File: src/rtl/param_user_auth.sv
// Multi-user login controller: collects an ID then a password as 4-bit digits and checks them
// against parameter credential tables, with guest login, failed-attempt lockout and entry timeout.
module param_user_auth #(
    parameter int NUM_USERS      = 4,
    parameter int ID_DIGITS      = 4,
    parameter int PW_DIGITS      = 4,
    parameter int ID_W           = 5,
    parameter logic [NUM_USERS*4*ID_DIGITS-1:0] ID_TABLE = {16'h4444, 16'h3333, 16'h2222, 16'h1234},
    parameter logic [NUM_USERS*4*PW_DIGITS-1:0] PW_TABLE = {16'h0004, 16'h0003, 16'h0002, 16'h5678},
    parameter int MAX_FAILS      = 3,
    parameter int LOCK_CYCLES    = 1000,
    parameter int TIMEOUT_CYCLES = 5000
) (
    input  logic            clk,
    input  logic            rst,
    input  logic            Game_Enter,
    input  logic [3:0]      User_digit,
    input  logic            GCLogOut,
    output logic            LogIn,
    output logic            LogOut,
    output logic [ID_W-1:0] InternalID,
    output logic            Locked,
    output logic            AuthFail
);

    localparam int IDW    = 4 * ID_DIGITS;
    localparam int PWW    = 4 * PW_DIGITS;
    localparam int MAXD   = (ID_DIGITS > PW_DIGITS) ? ID_DIGITS : PW_DIGITS;
    localparam int CNT_W  = $clog2(MAXD + 1);
    localparam int TMR_W  = $clog2(TIMEOUT_CYCLES + 1);
    localparam int LCK_W  = $clog2(LOCK_CYCLES + 1);
    localparam int FL_W   = $clog2(MAX_FAILS + 1);

    localparam logic [CNT_W-1:0] ID_LAST   = CNT_W'(ID_DIGITS - 1);
    localparam logic [CNT_W-1:0] PW_LAST   = CNT_W'(PW_DIGITS - 1);
    localparam logic [TMR_W-1:0] TMO_LAST  = TMR_W'(TIMEOUT_CYCLES - 1);
    localparam logic [LCK_W-1:0] LOCK_LAST = LCK_W'(LOCK_CYCLES - 1);
    localparam logic [FL_W-1:0]  FAIL_MAX  = FL_W'(MAX_FAILS);

    typedef enum logic [1:0] {
        ID_ENTRY,
        PW_ENTRY,
        LOGGED_IN,
        LOCKED
    } state_t;

    state_t           r_state;
    logic [CNT_W-1:0] r_cnt;
    logic [IDW-1:0]   r_id_shift;
    logic [PWW-1:0]   r_pw_shift;
    logic             r_id_valid;
    logic [ID_W-1:0]  r_user_idx;
    logic [TMR_W-1:0] r_timer;
    logic [LCK_W-1:0] r_lock_cnt;
    logic [FL_W-1:0]  r_fail;

    logic [IDW-1:0]   w_id_next;
    logic [PWW-1:0]   w_pw_next;
    logic             w_match;
    logic [ID_W-1:0]  w_idx;
    logic [PWW-1:0]   w_exp_pw;
    logic             w_pw_ok;
    logic [FL_W-1:0]  w_fail_inc;

    assign w_id_next = IDW'({r_id_shift, User_digit});
    assign w_pw_next = PWW'({r_pw_shift, User_digit});

    // Descending scan so the lowest matching table index is the one left standing.
    always_comb begin
        w_match = 1'b0;
        w_idx   = '0;
        for (int i = NUM_USERS - 1; i >= 0; i--) begin
            if (ID_TABLE[i*IDW +: IDW] == w_id_next) begin
                w_match = 1'b1;
                w_idx   = ID_W'(i);
            end
        end
    end

    always_comb begin
        w_exp_pw = '0;
        for (int i = 0; i < NUM_USERS; i++) begin
            if (r_user_idx == ID_W'(i)) begin
                w_exp_pw = PW_TABLE[i*PWW +: PWW];
            end
        end
    end

    assign w_pw_ok    = r_id_valid && (w_pw_next == w_exp_pw);
    assign w_fail_inc = (r_fail == FAIL_MAX) ? r_fail : r_fail + 1'b1;

    always_ff @(posedge clk or negedge rst) begin
        if (!rst) begin
            r_state    <= ID_ENTRY;
            r_cnt      <= '0;
            r_id_shift <= '0;
            r_pw_shift <= '0;
            r_id_valid <= 1'b0;
            r_user_idx <= '0;
            r_timer    <= '0;
            r_lock_cnt <= '0;
            r_fail     <= '0;
            LogIn      <= 1'b0;
            LogOut     <= 1'b1;
            InternalID <= '0;
            Locked     <= 1'b0;
            AuthFail   <= 1'b0;
        end else begin
            AuthFail <= 1'b0;
            case (r_state)
                ID_ENTRY: begin
                    if (Game_Enter) begin
                        if (r_cnt == ID_LAST) begin
                            r_cnt      <= '0;
                            r_id_shift <= '0;
                            if (w_id_next == '0) begin
                                r_state    <= LOGGED_IN;
                                LogIn      <= 1'b1;
                                LogOut     <= 1'b0;
                                InternalID <= '0;
                                r_fail     <= '0;
                            end else begin
                                r_state    <= PW_ENTRY;
                                r_id_valid <= w_match;
                                r_user_idx <= w_idx;
                                r_pw_shift <= '0;
                                r_timer    <= '0;
                            end
                        end else begin
                            r_cnt      <= r_cnt + 1'b1;
                            r_id_shift <= w_id_next;
                        end
                    end
                end

                PW_ENTRY: begin
                    if (Game_Enter) begin
                        r_timer <= '0;
                        if (r_cnt == PW_LAST) begin
                            r_cnt      <= '0;
                            r_pw_shift <= '0;
                            if (w_pw_ok) begin
                                r_state    <= LOGGED_IN;
                                LogIn      <= 1'b1;
                                LogOut     <= 1'b0;
                                InternalID <= ID_W'(r_user_idx + 1'b1);
                                r_fail     <= '0;
                            end else begin
                                AuthFail <= 1'b1;
                                r_fail   <= w_fail_inc;
                                if (w_fail_inc == FAIL_MAX) begin
                                    r_state    <= LOCKED;
                                    Locked     <= 1'b1;
                                    r_lock_cnt <= '0;
                                end else begin
                                    r_state <= ID_ENTRY;
                                end
                            end
                        end else begin
                            r_cnt      <= r_cnt + 1'b1;
                            r_pw_shift <= w_pw_next;
                        end
                    end else if (r_timer == TMO_LAST) begin
                        // Abandoned entry: drop partial digits without counting a failure.
                        r_state    <= ID_ENTRY;
                        r_cnt      <= '0;
                        r_pw_shift <= '0;
                        r_timer    <= '0;
                    end else begin
                        r_timer <= r_timer + 1'b1;
                    end
                end

                LOGGED_IN: begin
                    if (GCLogOut) begin
                        r_state    <= ID_ENTRY;
                        r_cnt      <= '0;
                        LogIn      <= 1'b0;
                        LogOut     <= 1'b1;
                        InternalID <= '0;
                    end
                end

                LOCKED: begin
                    if (r_lock_cnt == LOCK_LAST) begin
                        r_state    <= ID_ENTRY;
                        r_cnt      <= '0;
                        r_lock_cnt <= '0;
                        r_fail     <= '0;
                        Locked     <= 1'b0;
                    end else begin
                        r_lock_cnt <= r_lock_cnt + 1'b1;
                    end
                end

                default: begin
                    r_state <= ID_ENTRY;
                end
            endcase
        end
    end

endmodule

File: config.mk
export PLATFORM = sky130hd
export DESIGN_NAME = param_user_auth
export DESIGN_NICKNAME = d
export VERILOG_FILES = /design/src/rtl/param_user_auth.sv
export SDC_FILE = /design/constraint.sdc
export NUM_CORES = 1
export LEC_CHECK = 0
export ABC_AREA = 1
export BUFFER_PORTS_ARGS = -buffer_cell sky130_fd_sc_hd__clkbuf_2
export CELL_PAD_IN_SITES_DETAIL_PLACEMENT = 1
export CELL_PAD_IN_SITES_GLOBAL_PLACEMENT = 2
export CORE_MARGIN = 3
export CORE_UTILIZATION = 36
export CTS_CLUSTER_SIZE = 28
export DETAILED_ROUTE_END_ITERATION = 7
export MAX_ROUTING_LAYER = met4
export PLACE_DENSITY_LB_ADDON = 0.1
export SLEW_MARGIN = 20
export SYNTH_ARGS = -nofsm -noshare
export SYNTH_HDL_FRONTEND = slang
export SYNTH_SLANG_ARGS = --single-unit
File: constraint.sdc
create_clock -name clk -period 2.05 [get_ports clk]
set_input_delay 0.41 -clock clk [delete_from_list [all_inputs] [get_ports clk]]
set_output_delay 0.41 -clock clk [all_outputs]
set_load 0.05 [all_outputs]
==> results.toml <==
[floorplanning]
die-width_um = 109
core_area_mm2 = 0.0100
start_util_pct = 37.9
die_y_um = 109
rows = 36
fp.dieArea_mm2 = 0.0118
ios = 17

[setup_path]
worstPathMaxFanout = 8
r2r-end = "InternalID[2]"
r2r-start = "r_user_idx[1]"
endpoint_kind = "flip-flop"
path_class = "flip-flop to flip-flop"
crit_path_top_delay_cell = "dfrtp_1"
crit_top_cell = "nand2_1"
required_ns = 2.28
rrSetupSlack_ns = 0.24
start_kind = "flip-flop"
crit_chain = "inv_1 > ha_4 > nand2_1 > nand2_1 > inv_1 > nand2_1 > nor2_2 > nand3_1 > nand2_2 > nand2_4 > nand2_1 > o21ai_2"
ff2ff_path_depth = 12
crit_arrival_ns = 2.04
slowest_delay_ns = 0.41

[cells_and_area]
syn2layout_area_growth_pct = 10.5
drive_gt1_share_pct = 12.1
diodes = 0
fillCellCount = 1310
fin_nets = 546
final_cells = 670
multi_input_area_mm2 = 0.00188
seq_area_mm2 = 0.00160

[global_routing]
antenna_found_initial = 0
grt_pass1_wl_um = 16700
grt_overflow = 0
grt_usage_pct = 18.5
grt_max_degree = 36
grt_pass1_vias = 3343

[logic_synthesis]
syn_area_mm2 = 0.00379
yosys.area.top_type = "dfrtp_1"
synth_common_cells = "nand2_1 (157), dfrtp_1 (63), nor2_1 (63)"
synth_edf_count = 0
yosysMostFrequentCell = "nand2_1"
synth-seq-cells = 64
syn-instance-count = 512
yosys.area.top_type_share_pct = 41.6
yosys_warnings = 0
async_flop_share_pct = 100
yosysSeqAreaShare_pct = 42.3
synth_flop_cell = "dfrtp_1"
yosys.cell_types.count = 37
syn_area_per_cell_um2 = 7.40
synthTopCellsByArea = "dfrtp_1 (42%), nand2_1 (16%), nor2_1 (6.2%)"

[timing]
finalSetupTns_ns = 0
finalSetupViolCount = 0
rsz0062_at_grt = "false"
fin_skew_ns = 0.0137
tightest_slew_ns = 0.826
fin_crit_sh_pct = 88.2
fmax_ghz = 0.553
slew_headroom_pct = 44.7
finalCriticalPeriod_ns = 1.81
whs_ns = 0.0862
maxSlewViolCount = 0
hold_violations = 0

[power]
clockPowerShare_pct = 20.4
power_frac_seq_pct = 36.5
comb_power_share_pct = 43.1
power_density_mw_per_mm2 = 1340
sw_frac_of_total_pct = 45.0
irDropWorstVdd_v = 0.000584
leakage_nw = 2.06
p_sw_mw = 2.52
p_int_mw = 3.07

[clocking]
hold_buffers = 0
worstSkewPairLatency_ns = 0.35
cts_tree = "built"
clock-sinks = 64
cts_buffers = 9
cts_buffer_depth = 2
cts_resized = 0
clkTransAtPathRegs_ns = 0.08
post_cts_buffers = 0
htreeDepth = 3
clockRootBuffer = "clkbuf_8"

[routing]
drtPass1Iterations = 4
ant_nets = 0
first_iter_violations = 143
routed_wl_um = 9710
drc = 0
dr_total_vias = 3269
routed_via_density = 4.88
wire_per_inst_um = 14.5

[hold_path]
hold_class = "primary input to async pin"

[flow_run]
drv_cap = 0

[outcome]
status = "finished, final reports clean"

[place]
post-place-cells = 654
hpwlAfterDp_um = 7400
gp_congestion = 0.787
portBuffers = 14
through the flow:
step / util, % / cell area (um^2) / worst slack (ns) / total power, mW
2_1_floorplan: - / 3790 / 0.392 / 3.90
3_3_place_gp: 39.8 / 3980 / 0.252 / 4.39
3_5_place_dp: 39.8 / 3980 / 0.144 / 4.48
4_1_cts: 41.8 / 4180 / 0.129 / 5.64
5_1_grt: 41.9 / 4190 / 0.0453 / 6.14
6_report: 41.9 / 4190 / 0.242 / 5.59
layout by cell type, fill, tap and decap left out, types with 4 or more instances in the layout:
cell / count
nand3_1: 47
nand3b_1: 6
nand2_1: 157
inv_1: 58
xor2_1: 8
a21oi_1: 9
ha_1: 5
nand2_2: 4
nand2_4: 4
nor3_1: 9
o32ai_1: 6
clkbuf_8: 11
buf_4: 5
nand4_1: 6
nor2_1: 63
inv_2: 4
clkbuf_2: 13
dfrtp_1: 63
or2_2: 4
o21ai_0: 21
nor2_4: 4
power groups by stage:
stage	registers [mW]	clock network [mW]	logic, mW
floorplan	2.12	0	1.78
global placement	2.05	0	2.34
detailed placement	2.06	0	2.41
CTS	2.04	1.17	2.42
global route	2.12	1.23	2.80
finish	2.04	1.14	2.41
sequential cells by signal, indices dropped and copies added (netlist names):
signal,flops
LogOut,1
AuthFail,1
r_lock_cnt,10
r_pw_shift,12
LogIn,1
r_cnt,3
r_state,2
r_id_valid,1
r_id_shift,12
r_fail,2
Locked,1
r_user_idx,2
r_timer,13
InternalID,3
worst max path at each step:
stage                        startpoint            end  slack, ns  cells after the start
final                     r_user_idx[1]  InternalID[2]       0.24                     12
after global routing      r_user_idx[1]  InternalID[2]       0.05                     13
after CTS                 r_user_idx[0]  InternalID[2]       0.13                     13
after detailed placement  r_user_idx[0]  InternalID[2]       0.14                     13
after global placement    r_user_idx[0]  InternalID[0]       0.25                     13
after floorplan           r_user_idx[0]  InternalID[0]       0.39                     13
critical path: cells and delay by family (launching register included):
family	cells	cell delay, ns
simple gates	8	0.86
flops	1	0.41
fa+ha+maj	1	0.22
buf+inv	2	0.16
compound gates	1	0.06
logic make-up after synthesis:
logic type / synth area share (%)
compound gates: 7.95
buf+inv: 8.58
fa+ha+maj: 1.98
other cells: 0.0989
xor+xnor: 1.85
simple gates: 37.3
flops: 42.3
layer usage:
metal | global-route usage (%) | up-vias | routed length (um)
met1 | 26.5 | 1569 | 5220
met3 | 3.55 | 11 | 166
met4 | 3.79 | 0 | 100
met2 | 27.3 | 20 | 4230
li1 | - | 1669 | -
met5 | - | - | 0
area by class of cell:
type,instances,share of cell area (%)
clock buffers,13,3.79
well taps,133,3.97
flip-flops and latches,64,38.3
multi-input cells,376,44.9
repair buffers,19,2.57
clock inverters,3,0.956
inverters,62,5.56
Note: power is estimated with default switching activity, not from simulation.
